--- src/rtl/regfile_write_buffer_pkg.sv ---
// rtl/regfile_write_buffer_pkg.sv - shared register-file constants
package regfile_write_buffer_pkg;

    localparam int REG_W    = 4;
    localparam int DATA_W   = 16;
    localparam int NUM_REGS = 16;

    localparam logic [REG_W-1:0] ZERO_REG = 4'd0;

endpackage

--- src/rtl/regfile_write_buffer_wb_fifo_ctrl.sv ---
// rtl/regfile_write_buffer_wb_fifo_ctrl.sv - head/tail/count control for the write buffer
module wb_fifo_ctrl
    import regfile_write_buffer_pkg::*;
#(
    parameter int DEPTH = 4,
    localparam int PTR_W = $clog2(DEPTH),
    localparam int CNT_W = PTR_W + 1
) (
    input  logic             clk,
    input  logic             rst,
    input  logic             pushReq,
    input  logic             hold,
    output logic             inReady,
    output logic             pushEn,
    output logic             popEn,
    output logic [PTR_W-1:0] head,
    output logic [CNT_W-1:0] count,
    output logic [PTR_W-1:0] tail,
    output logic             empty,
    output logic             full
);

    // Handshake and drain qualification; reset blocks both directions.
    always_comb begin
        empty   = (count == '0);
        full    = (count == CNT_W'(DEPTH));
        inReady = ~full & ~rst;
        pushEn  = pushReq & inReady;
        popEn   = ~empty & ~hold & ~rst;
    end

    // Pointer and occupancy state; pointers wrap naturally since DEPTH is a power of two.
    always_ff @(posedge clk) begin
        if (rst) begin
            head  <= '0;
            tail  <= '0;
            count <= '0;
        end else begin
            if (pushEn) tail <= tail + PTR_W'(1);
            if (popEn)  head <= head + PTR_W'(1);
            case ({pushEn, popEn})
                2'b10:   count <= count + CNT_W'(1);
                2'b01:   count <= count - CNT_W'(1);
                default: count <= count;
            endcase
        end
    end

endmodule

--- src/rtl/regfile_write_buffer.sv ---
// rtl/regfile_write_buffer.sv - queued register-file write port with forwarding lookups
module regfile_write_buffer
    import regfile_write_buffer_pkg::*;
#(
    parameter int DEPTH  = 4,
    parameter int REG_W  = regfile_write_buffer_pkg::REG_W,
    parameter int DATA_W = regfile_write_buffer_pkg::DATA_W,
    localparam int PTR_W = $clog2(DEPTH),
    localparam int CNT_W = PTR_W + 1
) (
    input  logic              clk,
    input  logic              rst,
    input  logic              in_valid,
    output logic              in_ready,
    input  logic [REG_W-1:0]  in_reg,
    input  logic [DATA_W-1:0] in_data,
    input  logic              hold,
    output logic [REG_W-1:0]  DstReg,
    output logic [DATA_W-1:0] DstData,
    output logic              WriteReg,
    input  logic [REG_W-1:0]  q_reg1,
    input  logic [REG_W-1:0]  q_reg2,
    output logic              q_hit1,
    output logic              q_hit2,
    output logic [DATA_W-1:0] q_data1,
    output logic [DATA_W-1:0] q_data2,
    output logic [CNT_W-1:0]  count,
    output logic              empty,
    output logic              full
);

    localparam logic [REG_W-1:0] zeroReg = REG_W'(ZERO_REG);

    logic [REG_W-1:0]  entryReg  [DEPTH];
    logic [DATA_W-1:0] entryData [DEPTH];

    logic             pushReq;
    logic             pushEn;
    logic             popEn;
    logic [PTR_W-1:0] head;
    logic [PTR_W-1:0] tail;

    // Writes to register 0 complete the handshake but never enter the queue.
    assign pushReq = in_valid & (in_reg != zeroReg);

    wb_fifo_ctrl #(
        .DEPTH(DEPTH)
    ) u_ctrl (
        .clk    (clk),
        .rst    (rst),
        .pushReq(pushReq),
        .hold   (hold),
        .inReady(in_ready),
        .pushEn (pushEn),
        .popEn  (popEn),
        .head   (head),
        .count  (count),
        .tail   (tail),
        .empty  (empty),
        .full   (full)
    );

    // Entry storage; validity comes from head/count, so no per-entry reset is needed.
    always_ff @(posedge clk) begin
        if (pushEn) begin
            entryReg[tail]  <= in_reg;
            entryData[tail] <= in_data;
        end
    end

    // Head entry drives the register-file write port.
    always_comb begin
        WriteReg = popEn;
        DstReg   = '0;
        DstData  = '0;
        if (!empty) begin
            DstReg  = entryReg[head];
            DstData = entryData[head];
        end
    end

    // Walk oldest to youngest so the last match seen is the youngest one.
    always_comb begin
        logic [PTR_W-1:0] lookIdx;
        q_hit1  = 1'b0;
        q_hit2  = 1'b0;
        q_data1 = '0;
        q_data2 = '0;
        lookIdx = head;
        for (int k = 0; k < DEPTH; k++) begin
            lookIdx = head + PTR_W'(k);
            if (CNT_W'(k) < count) begin
                if ((entryReg[lookIdx] == q_reg1) && (q_reg1 != zeroReg)) begin
                    q_hit1  = 1'b1;
                    q_data1 = entryData[lookIdx];
                end
                if ((entryReg[lookIdx] == q_reg2) && (q_reg2 != zeroReg)) begin
                    q_hit2  = 1'b1;
                    q_data2 = entryData[lookIdx];
                end
            end
        end
    end

endmodule

--- config.mk ---
export PLATFORM = sky130hd
export DESIGN_NAME = regfile_write_buffer
export DESIGN_NICKNAME = d
export VERILOG_FILES = /design/src/rtl/regfile_write_buffer_pkg.sv /design/src/rtl/regfile_write_buffer_wb_fifo_ctrl.sv /design/src/rtl/regfile_write_buffer.sv
export SDC_FILE = /design/constraint.sdc
export NUM_CORES = 1
export LEC_CHECK = 0
export ABC_AREA = 1
export ABC_CLOCK_PERIOD_IN_PS = 3800
export BUFFER_PORTS_ARGS = -buffer_cell sky130_fd_sc_hd__buf_2
export CORE_MARGIN = 2
export CORE_UTILIZATION = 54
export CTS_BUF_LIST = sky130_fd_sc_hd__clkbuf_2 sky130_fd_sc_hd__clkbuf_4 sky130_fd_sc_hd__clkbuf_8
export DETAILED_ROUTE_END_ITERATION = 10
export PLACE_DENSITY = 0.75
export SLEW_MARGIN = 20
export SYNTH_ARGS = -nofsm -noshare
export SYNTH_HDL_FRONTEND = slang
export SYNTH_SLANG_ARGS = --single-unit
--- constraint.sdc ---
create_clock -name clk -period 3.8 [get_ports clk]
set_input_delay 0.38 -clock clk [delete_from_list [all_inputs] [get_ports clk]]
set_output_delay 0.38 -clock clk [all_outputs]
set_load 0.05 [all_outputs]
==> impl_results.md <==
- Share of layout cells above drive strength 1: 14.3%
- Post-Syn Area: 7400 um2
- Floorplan row count: 42
- Post-DRT Antenna Nets: 0
- Worst slew margin: between 40% and 50%
- CTS sink cnt: 89
- Routability cong.: 1.01
- RSZ-0062 raised after global routing: false
- Avg Cell Area, Syn: 6.78 um2
- Syn-to-layout area delta: 9.13%
- Global-route wire length before repair: 33900 um
- Slew @ Worst Pin: 0.788 ns
- # hold bufs at CTS: 0
- Worst setup path class: register to primary output
- Async set-reset flop share out of synthesis: 0%
- Clk pin slew, worst setup/hold paths: around 0.080 ns
- Status: finished, final reports clean
- Synthesized Nets: 1132
- Vias in the first global route: 6277
- Post-place setup slack: 0.676 ns
- Post-synthesis sequential area ratio: 34.9%
- Setup TNS: 0 ns
- GRT Residual Overflow: 0
- Share of Yosys cell area claimed by the top area cell type: 32.5%
- P_leak: 3.90 nW
- Largest net degree at the start of global routing: 52
- Post-CTS Resized: 0
- Clock Latency Late Sink: 0.35 ns
- Worst min path class: input port to register
- Vias/cell: 5.65
- Routed via count: 7530
- Max-slew violation total from the final report: 0
- Detail Placement HPWL: 16400 um
- Most frequent cell after synthesis: nand2_1
- VDD IR max: between 0.3 and 0.4 mV
- Max Cap Viol: 0
- CP max FO: between 40 and 50
- Multi-input gate area: approximately 4100 um2
- Antenna cell count: 0
- Sequential cell area: 2590 um2
- Most instantiated cells after synthesis: nand2_1 (355), nor2_1 (150), inv_1 (111)
- DRC: 0
- IO Count: 93
- Reg2Reg Setup Slack: 1.13 ns
- Num CTS Buffers: 9
- H-tree levels: 3
- Wirelength, routed: ~22000 um
- Min setup slack post-route: 0.382 ns
- Initial antenna violation count: 0
- Pre-antenna DRT Iters: 6
- Total Nets Final: 1192
- Post-Synthesis Cells: about 1100
- Synth area leaders: edfxtp_1 (32%), nand2_1 (18%), nor2_1 (7.6%)
- Final Critical Period: roughly 3.4 ns
- Kind of start point of the critical path: register
- Global Route Usage Sum: 30.0%
- Worst path arrival time: 3.04 ns
- Hold Vio Cnt, Final: 0
- Crit. End Element: primary output
- Number of flops mapped to enable cells by yosys: 80
- Fin Clk Skew: 0.00679 ns
- Synth Warn #: 0
- Setup-failing EPs final: 0
- Tcrit/Tclk final: 89.9%
- Die H: 121 um
- Die Area: 14700 um2
- Root Buffer: clkbuf_8
- CTS tree: done
- DRT iter0 DRCs: 1086
- WP data required: around 3.4 ns
- Ys flop type: edfxtp_1
- Cell accounting for the most synthesized area: edfxtp_1
- #FFs+latches synth: 89
- Post-CTS setup buffers: 0
- Port Buffers: 92
- Max Fclk: approximately 290 MHz
- Synth unique cells: 42
- Core Area: 13300 um2
- PD cells: roughly 440 nW/um2
- CTS Buffer Depth: 2
- Filler cells: 1283
- Chip width: 121 um
- Drt wl/cell: ~16 um
- Starting density of the core: between 50% and 60%
-- critical path, stage by stage, from the launching register on --
cell     delay, ns
dfxtp_4       0.51
inv_6         0.12
nand2_4       0.22
nand2_4       0.27
nand2_1       0.16
nand2_1       0.08
nand2_1       0.06
nand2_1       0.15
nor2_8        0.27
nand3_4       0.26
nand3_1       0.13
nand3_1       0.07
nand2_1       0.07
nand2_1       0.08
buf_2         0.22
-- final timing paths --
check / startpoint / cells past startpoint / endpoint
setup / recovery: u_ctrl.head[0]$_SDFFE_PP0P_ / 14 / q_data1[2]
hold / removal: in_data[8] / 1 / entryData[0][8]$_DFFE_PP_
setup reg to reg: u_ctrl.count[0]$_SDFFE_PP0P_ / 11 / u_ctrl.count[2]$_SDFFE_PP0P_
hold reg to reg: u_ctrl.tail[1]$_SDFFE_PP0P_ / 2 / u_ctrl.tail[1]$_SDFFE_PP0P_
-- sequential cells by signal, summed over array words and instances (netlist names), named ones only --
name	flops
u_ctrl.count	3
u_ctrl.tail	2
entryReg	16
u_ctrl.head	2
entryData	64
-- per-layer routing --
layer | global-route usage [%] | up-vias | part of all wire [%]
met5 | 0 | - | 0
met4 | 7.99 | 0 | 1.3
met3 | 5.59 | 30 | 12
met2 | 41.4 | 471 | 40
met1 | 47.6 | 3301 | 47
li1 | - | 3728 | -
-- final cells by class --
class	instances	share of cell area, %
clock buffers	10	1.63
clock inverters	6	0.542
inverters	116	5.48
multi-input cells	827	50.2
flip-flops and latches	89	32.1
well taps	176	2.73
repair buffers	108	7.34
-- logic make-up (layout without fill, tap and decap cells) --
family                     Yosys count  count (layout)  share of synthesized area, %
adders and majority gates            9               9                          1.52
xor gates and xnor gates             6               6                          1.22
and+or+nand+nor                    675             675                          39.7
AOI/OAI and AO/OA                  137             137                          12.1
DFF                                 89              89                          34.9
buffers and inverters              175             240                          10.5
-- layout by cell type, fill, tap and decap left out, drive strengths merged --
master,Yosys,layout
or2,2,2
inv,116,117
buf,44,108
nand4,32,32
clkbuf,15,10
edfxtp,80,80
nand3b,2,2
o211ai,3,3
nor3,1,1
and2,1,1
xor2,6,6
nand3,110,110
nor2,159,159
o21a,1,1
o221ai,15,15
o21ai,76,76
nand2,368,368
a21oi,8,8
dfxtp,9,9
a22oi,17,17
clkinv,0,2
ha,9,9
o41a,1,1
a32o,15,15
clkinvlp,0,3
a32oi,1,1
-- where the power goes --
part | internal [W] | leakage, nW | switching [W]
clock | 0.000245 | 0.0800 | 0.000317
sequential | 0.00110 | 0.801 | 0.0000409
combinational | 0.000445 | 3.02 | 0.00139
-- per-stage QoR --
step | util [%] | cells | cell area (um2) | power (W) | hold slack (ns)
4_1_cts | 60.6 | 1332 | 8060 | 0.00350 | 0.220
3_3_place_gp | 59.3 | 1316 | 7880 | 0.00293 | 0.523
3_5_place_dp | 59.3 | 1316 | 7880 | 0.00294 | 0.526
6_report | 60.7 | 1332 | 8080 | 0.00354 | 0.236
5_1_grt | 60.7 | 1332 | 8080 | 0.00373 | 0.230
2_1_floorplan | - | 1091 | 7400 | 0.00253 | 0.452
Note: power is estimated with default switching activity, not from simulation.
